--- src/rtl/nes_cpu_bus_master.sv ---
// CPU-side initiator for the cartridge mapper bus: queued PRG reads/writes, each aligned to M2 (ce).
// Optional macro BUS_MASTER_OPENBUS_TRACK_EN makes unclaimed reads return the last value seen on the bus.
module nes_cpu_bus_master #(
  parameter int         FIFO_DEPTH       = 4,
  parameter logic [7:0] OPEN_BUS_DEFAULT = 8'hFF
) (
  input  logic        clk,
  input  logic        reset,
  input  logic        ce,
  input  logic        cmd_valid,
  output logic        cmd_ready,
  input  logic        cmd_write,
  input  logic [15:0] cmd_addr,
  input  logic [7:0]  cmd_data,
  output logic        rsp_valid,
  input  logic        rsp_ready,
  output logic [7:0]  rsp_data,
  output logic        busy,
  output logic [15:0] prg_ain,
  output logic [7:0]  prg_din,
  output logic        prg_read,
  output logic        prg_write,
  input  logic [7:0]  prg_dout,
  input  logic [15:0] flags_out
);
  localparam int PW = $clog2(FIFO_DEPTH);
  localparam logic [PW:0]   DEPTH_C = (PW+1)'(FIFO_DEPTH);
  localparam logic [PW-1:0] PTR_ONE = 1;

  typedef enum logic [1:0] {S_IDLE, S_SETUP, S_STROBE, S_RESP} state_t;
  typedef struct packed {
    logic        write;
    logic [15:0] addr;
    logic [7:0]  data;
  } cmd_t;

  cmd_t          fifo_q [FIFO_DEPTH];
  cmd_t          fifo_d [FIFO_DEPTH];
  logic [PW-1:0] wr_ptr_q, wr_ptr_d, rd_ptr_q, rd_ptr_d;
  logic [PW:0]   count_q, count_d;
  logic          cmd_ready_q, cmd_ready_d;
  state_t        state_q, state_d;
  logic          cur_write_q, cur_write_d;
  logic [15:0]   prg_ain_q, prg_ain_d;
  logic [7:0]    prg_din_q, prg_din_d;
  logic          prg_read_q, prg_read_d;
  logic          prg_write_q, prg_write_d;
  logic          rsp_valid_q, rsp_valid_d;
  logic [7:0]    rsp_data_q, rsp_data_d;

  logic       push, pop, sample;
  logic [7:0] open_bus, rd_data;
  logic       unused_flags;

  assign push    = cmd_valid && cmd_ready_q;
  assign pop     = (state_q == S_IDLE) && (count_q != '0);
  assign sample  = (state_q == S_STROBE) && ce;
  assign rd_data = flags_out[1] ? prg_dout : open_bus;
  assign unused_flags = ^{flags_out[15:2], flags_out[0]};

  always_ff @(posedge clk) begin
    if (reset) begin
      for (int i = 0; i < FIFO_DEPTH; i++) fifo_q[i] <= '0;
      wr_ptr_q    <= '0;
      rd_ptr_q    <= '0;
      count_q     <= '0;
      cmd_ready_q <= 1'b1;
      state_q     <= S_IDLE;
      cur_write_q <= 1'b0;
      prg_ain_q   <= 16'h0000;
      prg_din_q   <= 8'h00;
      prg_read_q  <= 1'b0;
      prg_write_q <= 1'b0;
      rsp_valid_q <= 1'b0;
      rsp_data_q  <= 8'h00;
    end else begin
      fifo_q      <= fifo_d;
      wr_ptr_q    <= wr_ptr_d;
      rd_ptr_q    <= rd_ptr_d;
      count_q     <= count_d;
      cmd_ready_q <= cmd_ready_d;
      state_q     <= state_d;
      cur_write_q <= cur_write_d;
      prg_ain_q   <= prg_ain_d;
      prg_din_q   <= prg_din_d;
      prg_read_q  <= prg_read_d;
      prg_write_q <= prg_write_d;
      rsp_valid_q <= rsp_valid_d;
      rsp_data_q  <= rsp_data_d;
    end
  end

  // First ce in SETUP only arms the strobe; the second ce (in STROBE) is the one the mapper samples.
  always_comb begin
    state_d = state_q;
    case (state_q)
      S_IDLE:   if (count_q != '0) state_d = S_SETUP;
      S_SETUP:  if (ce) state_d = S_STROBE;
      S_STROBE: if (ce) state_d = cur_write_q ? S_IDLE : S_RESP;
      S_RESP:   if (rsp_ready) state_d = S_IDLE;
      default:  state_d = S_IDLE;
    endcase
  end

  always_comb begin
    fifo_d      = fifo_q;
    wr_ptr_d    = wr_ptr_q;
    rd_ptr_d    = rd_ptr_q;
    cur_write_d = cur_write_q;
    prg_ain_d   = prg_ain_q;
    prg_din_d   = prg_din_q;
    prg_read_d  = prg_read_q;
    prg_write_d = prg_write_q;
    rsp_valid_d = rsp_valid_q;
    rsp_data_d  = rsp_data_q;

    if (push) begin
      fifo_d[wr_ptr_q] = '{write: cmd_write, addr: cmd_addr, data: cmd_data};
      wr_ptr_d = wr_ptr_q + PTR_ONE;
    end
    if (pop) rd_ptr_d = rd_ptr_q + PTR_ONE;
    count_d     = count_q + {{PW{1'b0}}, push} - {{PW{1'b0}}, pop};
    cmd_ready_d = (count_d != DEPTH_C);

    case (state_q)
      S_IDLE: begin
        if (pop) begin
          cur_write_d = fifo_q[rd_ptr_q].write;
          prg_ain_d   = fifo_q[rd_ptr_q].addr;
          prg_din_d   = fifo_q[rd_ptr_q].data;
        end
      end
      S_SETUP: begin
        if (ce) begin
          prg_write_d = cur_write_q;
          prg_read_d  = !cur_write_q;
        end
      end
      S_STROBE: begin
        if (ce) begin
          prg_write_d = 1'b0;
          prg_read_d  = 1'b0;
          if (!cur_write_q) begin
            rsp_valid_d = 1'b1;
            rsp_data_d  = rd_data;
          end
        end
      end
      S_RESP: if (rsp_ready) rsp_valid_d = 1'b0;
      default: ;
    endcase
  end

`ifdef BUS_MASTER_OPENBUS_TRACK_EN
  logic [7:0] open_bus_q, open_bus_d;

  always_ff @(posedge clk) begin
    if (reset) open_bus_q <= OPEN_BUS_DEFAULT;
    else       open_bus_q <= open_bus_d;
  end

  always_comb begin
    open_bus_d = open_bus_q;
    if (sample) open_bus_d = cur_write_q ? prg_din_q : rd_data;
  end

  assign open_bus = open_bus_q;
`else
  assign open_bus = OPEN_BUS_DEFAULT;
`endif

  assign cmd_ready = cmd_ready_q;
  assign rsp_valid = rsp_valid_q;
  assign rsp_data  = rsp_data_q;
  assign busy      = (count_q != '0) || (state_q != S_IDLE);
  assign prg_ain   = prg_ain_q;
  assign prg_din   = prg_din_q;
  assign prg_read  = prg_read_q;
  assign prg_write = prg_write_q;
endmodule
--- config.mk ---
export PLATFORM = sky130hd
export DESIGN_NAME = nes_cpu_bus_master
export DESIGN_NICKNAME = d
export VERILOG_FILES = /design/src/rtl/nes_cpu_bus_master.sv
export SDC_FILE = /design/constraint.sdc
export NUM_CORES = 1
export LEC_CHECK = 0
export ABC_CLOCK_PERIOD_IN_PS = 4600
export BUFFER_PORTS_ARGS = -buffer_cell sky130_fd_sc_hd__buf_2
export CELL_PAD_IN_SITES_DETAIL_PLACEMENT = 1
export CELL_PAD_IN_SITES_GLOBAL_PLACEMENT = 1
export CORE_UTILIZATION = 46
export DETAILED_ROUTE_END_ITERATION = 16
export GPL_ROUTABILITY_DRIVEN = 0
export PLACE_DENSITY = 0.8
export SLEW_MARGIN = 20
export SYNTH_ARGS = -nofsm -noshare
export SYNTH_HDL_FRONTEND = slang
export SYNTH_SLANG_ARGS = --single-unit
export TNS_END_PERCENT = 20
--- constraint.sdc ---
create_clock -name clk -period 4.6 [get_ports clk]
set_input_delay 0.23 -clock clk [delete_from_list [all_inputs] [get_ports clk]]
set_output_delay 0.23 -clock clk [all_outputs]
set_load 0.03 [all_outputs]
==> impl_metrics.yaml <==
logic_synthesis:
  yosysTopAreaCellShare_pct: 50.0
  synth_area_leaders: "dfxtp_1 (50%), nand2_1 (13%), mux4_2 (10%)"
  synth_cells: 639
  synth_top_area_cell: "dfxtp_1"
  syn_area_um2: 5850
  synth_warnings: 0
  syn_nets: 700
  syn_avg_cell_area_um2: 9.15
  ys_ff_latch: 146
  synthDistinctLibCells: 31
  ys_seq_area_share_pct: 50.0
timing:
  fin_crit_sh_pct: 54.9
  finalClockSkew_ns: 0.00563
  worst_slew_pin_slew_ns: 1.02
  finalSetupViolCount: 0
  drv_slew: 0
  rsz0062_at_grt: "no"
  fmax_mhz: 396
  relSlewSlack_pct: 31.9
  setup_tns_ns: 0
  min_period_ns: 2.52
  hold_viol: 0
finish:
  regArea_um2: 2930
  nFillCells: 1478
  design_area_um2: 6830
  drive_above_1_share_pct: 20.4
  area_delta_synth_final_pct: 16.9
  nets: 754
  multiInputGateArea_um2: 2610
power:
  p_per_area_nw_per_um2: 556
  leakage_nw: 2.61
  vdd_ir_drop_max_mv: 0.367
floorplanning:
  initial_utilization_pct: 47.9
  coreArea_um2: 12200
  rows: 40
  die_area_um2: 13200
  die_w_um: 115
  die_h_um: 115
  io_pins: 91
cts:
  cts_inserted_buffers: 17
  clk_pin_slew_ns: 0.06
  cts_hold_buf: 0
  post_cts_resize_count: 0
  root_buffer: "clkbuf_16"
  clk_latency_ns: 0.42
  clock-sinks: 146
  post_cts_buffers: 0
  cts.htree.levels: 4
  cts_buffer_depth: 2
  cts_tree: "done"
worst_setup_path:
  start_kind: "register"
  cp-endpoint: "cmd_ready$_SDFF_PP1_"
  cp-startpoint: "count_q[1]$_SDFF_PP0_"
  crit_path_end_kind: "register"
  arrival_ns: 2.83
  r2r_end: "cmd_ready$_SDFF_PP1_"
  cp.required_ns: 4.91
  crit_fanout: 5
  reg2reg_depth: 9
  ff2ff_setup_slack_ns: 2.08
  worstReg2RegStart: "count_q[1]$_SDFF_PP0_"
  worstSetupPathType: "reg2reg"
placed_design:
  port_buffers: 75
  placed_cell_area_um2: 6250
  place_hpwl_um: 9390
global_route:
  grt_max_degree: 96
  grt_pass1_wl_um: 25500
  antenna_found_initial: 1
  grt_pass1_vias: 5139
  grt.overflow.total: 0
  grtUsageTotal_pct: 26.0
detailed_routing:
  dr.pass1.iters: 4
  drt_iter0_drc: 286
  postRouteAntennaNets: 0
  drc: 0
  wirelength_um: 15800
  num_vias: 4805
  wl_per_cell_um: 18.1
  vias_per_cell: 5.50
flow_run:
  cap_violations: 0
hold_path:
  hold_class: "in2reg"
outcome:
  status: "complete, no violations"
[layer usage]
| metal | GRT usage [%] | up-vias | wire (um) |
|---|---|---|---|
| met4 | 11.1 | 0 | 266 |
| met1 | 28.8 | 2411 | 6570 |
| met3 | 6.43 | 18 | 669 |
| li1 | - | 2277 | - |
| met2 | 47.3 | 99 | 8310 |
| met5 | 0 | - | 0 |
[synthesized netlist by cell type]
cell type,count
nand2_1,207
dfxtp_1,146
a21oi_1,106
mux4_2,26
a22o_1,25
clkbuf_1,21
buf_2,15
nor2_1,15
inv_1,14
a311oi_1,9
nand3_1,7
buf_6,6
ha_1,6
buf_4,5
and3_1,4
buf_1,4
nand2b_1,3
nand3b_1,3
nor3_1,3
a21o_1,2
nor2b_1,2
a21bo_2,1
a21oi_4,1
a31o_2,1
and4bb_1,1
fa_1,1
nor4_2,1
o31ai_1,1
or3_4,1
xnor2_1,1
xor3_1,1
[how the worst min path moves through the flow]
stage / cells past startpoint / end / from / slack, ns
CTS: 3 / rsp_data[1]$_SDFFE_PP0P_ / prg_dout[1] / 0.04
global route: 3 / rsp_data[5]$_SDFFE_PP0P_ / prg_dout[5] / 0.07
floorplan: 2 / fifo_q[0]$_SDFFE_PP0P_ / cmd_data[0] / 0.37
finish: 3 / rsp_data[1]$_SDFFE_PP0P_ / prg_dout[1] / 0.06
global placement: 2 / fifo_q[80]$_SDFFE_PP0P_ / fifo_q[80]$_SDFFE_PP0P_ / 0.44
detailed placement: 2 / fifo_q[81]$_SDFFE_PP0P_ / fifo_q[81]$_SDFFE_PP0P_ / 0.45
[registers in the layout (all words and copies together), names as in the netlist]
name and flops:
state_q 2, count_q 3, prg_din 8, prg_read 1, rsp_data 8, wr_ptr_q 2
rsp_valid 1, cur_write_q 1, cmd_ready 1, prg_write 1, rd_ptr_q 2, fifo_q 100
prg_ain 16
[cells in the final DEF (no fill, tap or decap), drive strengths merged]
cell type | Yosys | layout
nand2 | 207 | 207
dfxtp | 146 | 146
a21oi | 107 | 107
buf | 30 | 86
mux4 | 26 | 26
clkbuf | 21 | 26
a22o | 25 | 25
nor2 | 15 | 15
inv | 14 | 14
a311oi | 9 | 9
nand3 | 7 | 7
ha | 6 | 6
and3 | 4 | 4
nor3 | 3 | 3
nand3b | 3 | 3
nand2b | 3 | 3
clkinv | 0 | 3
nor2b | 2 | 2
a21o | 2 | 2
bufinv | 0 | 2
diode | 0 | 1
xnor2 | 1 | 1
o31ai | 1 | 1
or3 | 1 | 1
nor4 | 1 | 1
and4bb | 1 | 1
a31o | 1 | 1
xor3 | 1 | 1
a21bo | 1 | 1
fa | 1 | 1
[through the flow]
stage / instances / utilization (%) / hold slack [ns] / setup WS [ns] / power [mW]
after CTS: 873 / 55.9 / 0.0423 / 2.05 / 3.83
after detailed placement: 842 / 51.2 / 0.447 / 2.06 / 2.47
after global placement: 842 / 51.2 / 0.438 / 2.17 / 2.44
after floorplan: 639 / - / 0.366 / 2.47 / 2.24
after global routing: 873 / 55.9 / 0.0674 / 1.81 / 3.98
final: 874 / 56.0 / 0.0597 / 2.08 / 3.80
[power breakdown]
group / switching [mW] / internal, mW
logic: 0.497 / 0.363
clock network: 0.502 / 0.850
registers: 0.178 / 1.41
[cell families (layout without fill, tap and decap cells)]
logic type	after synthesis	after routing	share of synthesized area (%)
AOI/OAI and AO/OA	146	146	15.2
xor gates and xnor gates	2	2	0.556
muxes	26	26	10.0
and+or+nand+nor	247	247	17.1
other	0	1	0
DFF	146	146	50.0
buffers and inverters	65	131	5.59
adders and majority gates	7	7	1.63
[layout make-up]
cell class                      count  share of cell area (%)
Timing Repair Buffer               86                    6.74
Inverter                           14                   0.769
Sequential cell                   146                    42.8
Clock inverter                      5                    1.10
Antenna cell                        1                  0.0366
Clock buffer                       26                    7.31
Multi-Input combinational cell    428                    38.1
Tap cell                          168                    3.08
[critical path, cell delays in order (launching register included)]
cell and delay (ns):
dfxtp_1 0.33, nor3_1 0.64, nor3_1 0.14, ha_1 0.32
inv_1 0.04, ha_1 0.18, fa_1 0.37, xor3_1 0.18
nor2_1 0.13, nand2_1 0.08
Power figures use the tool's default switching activity.
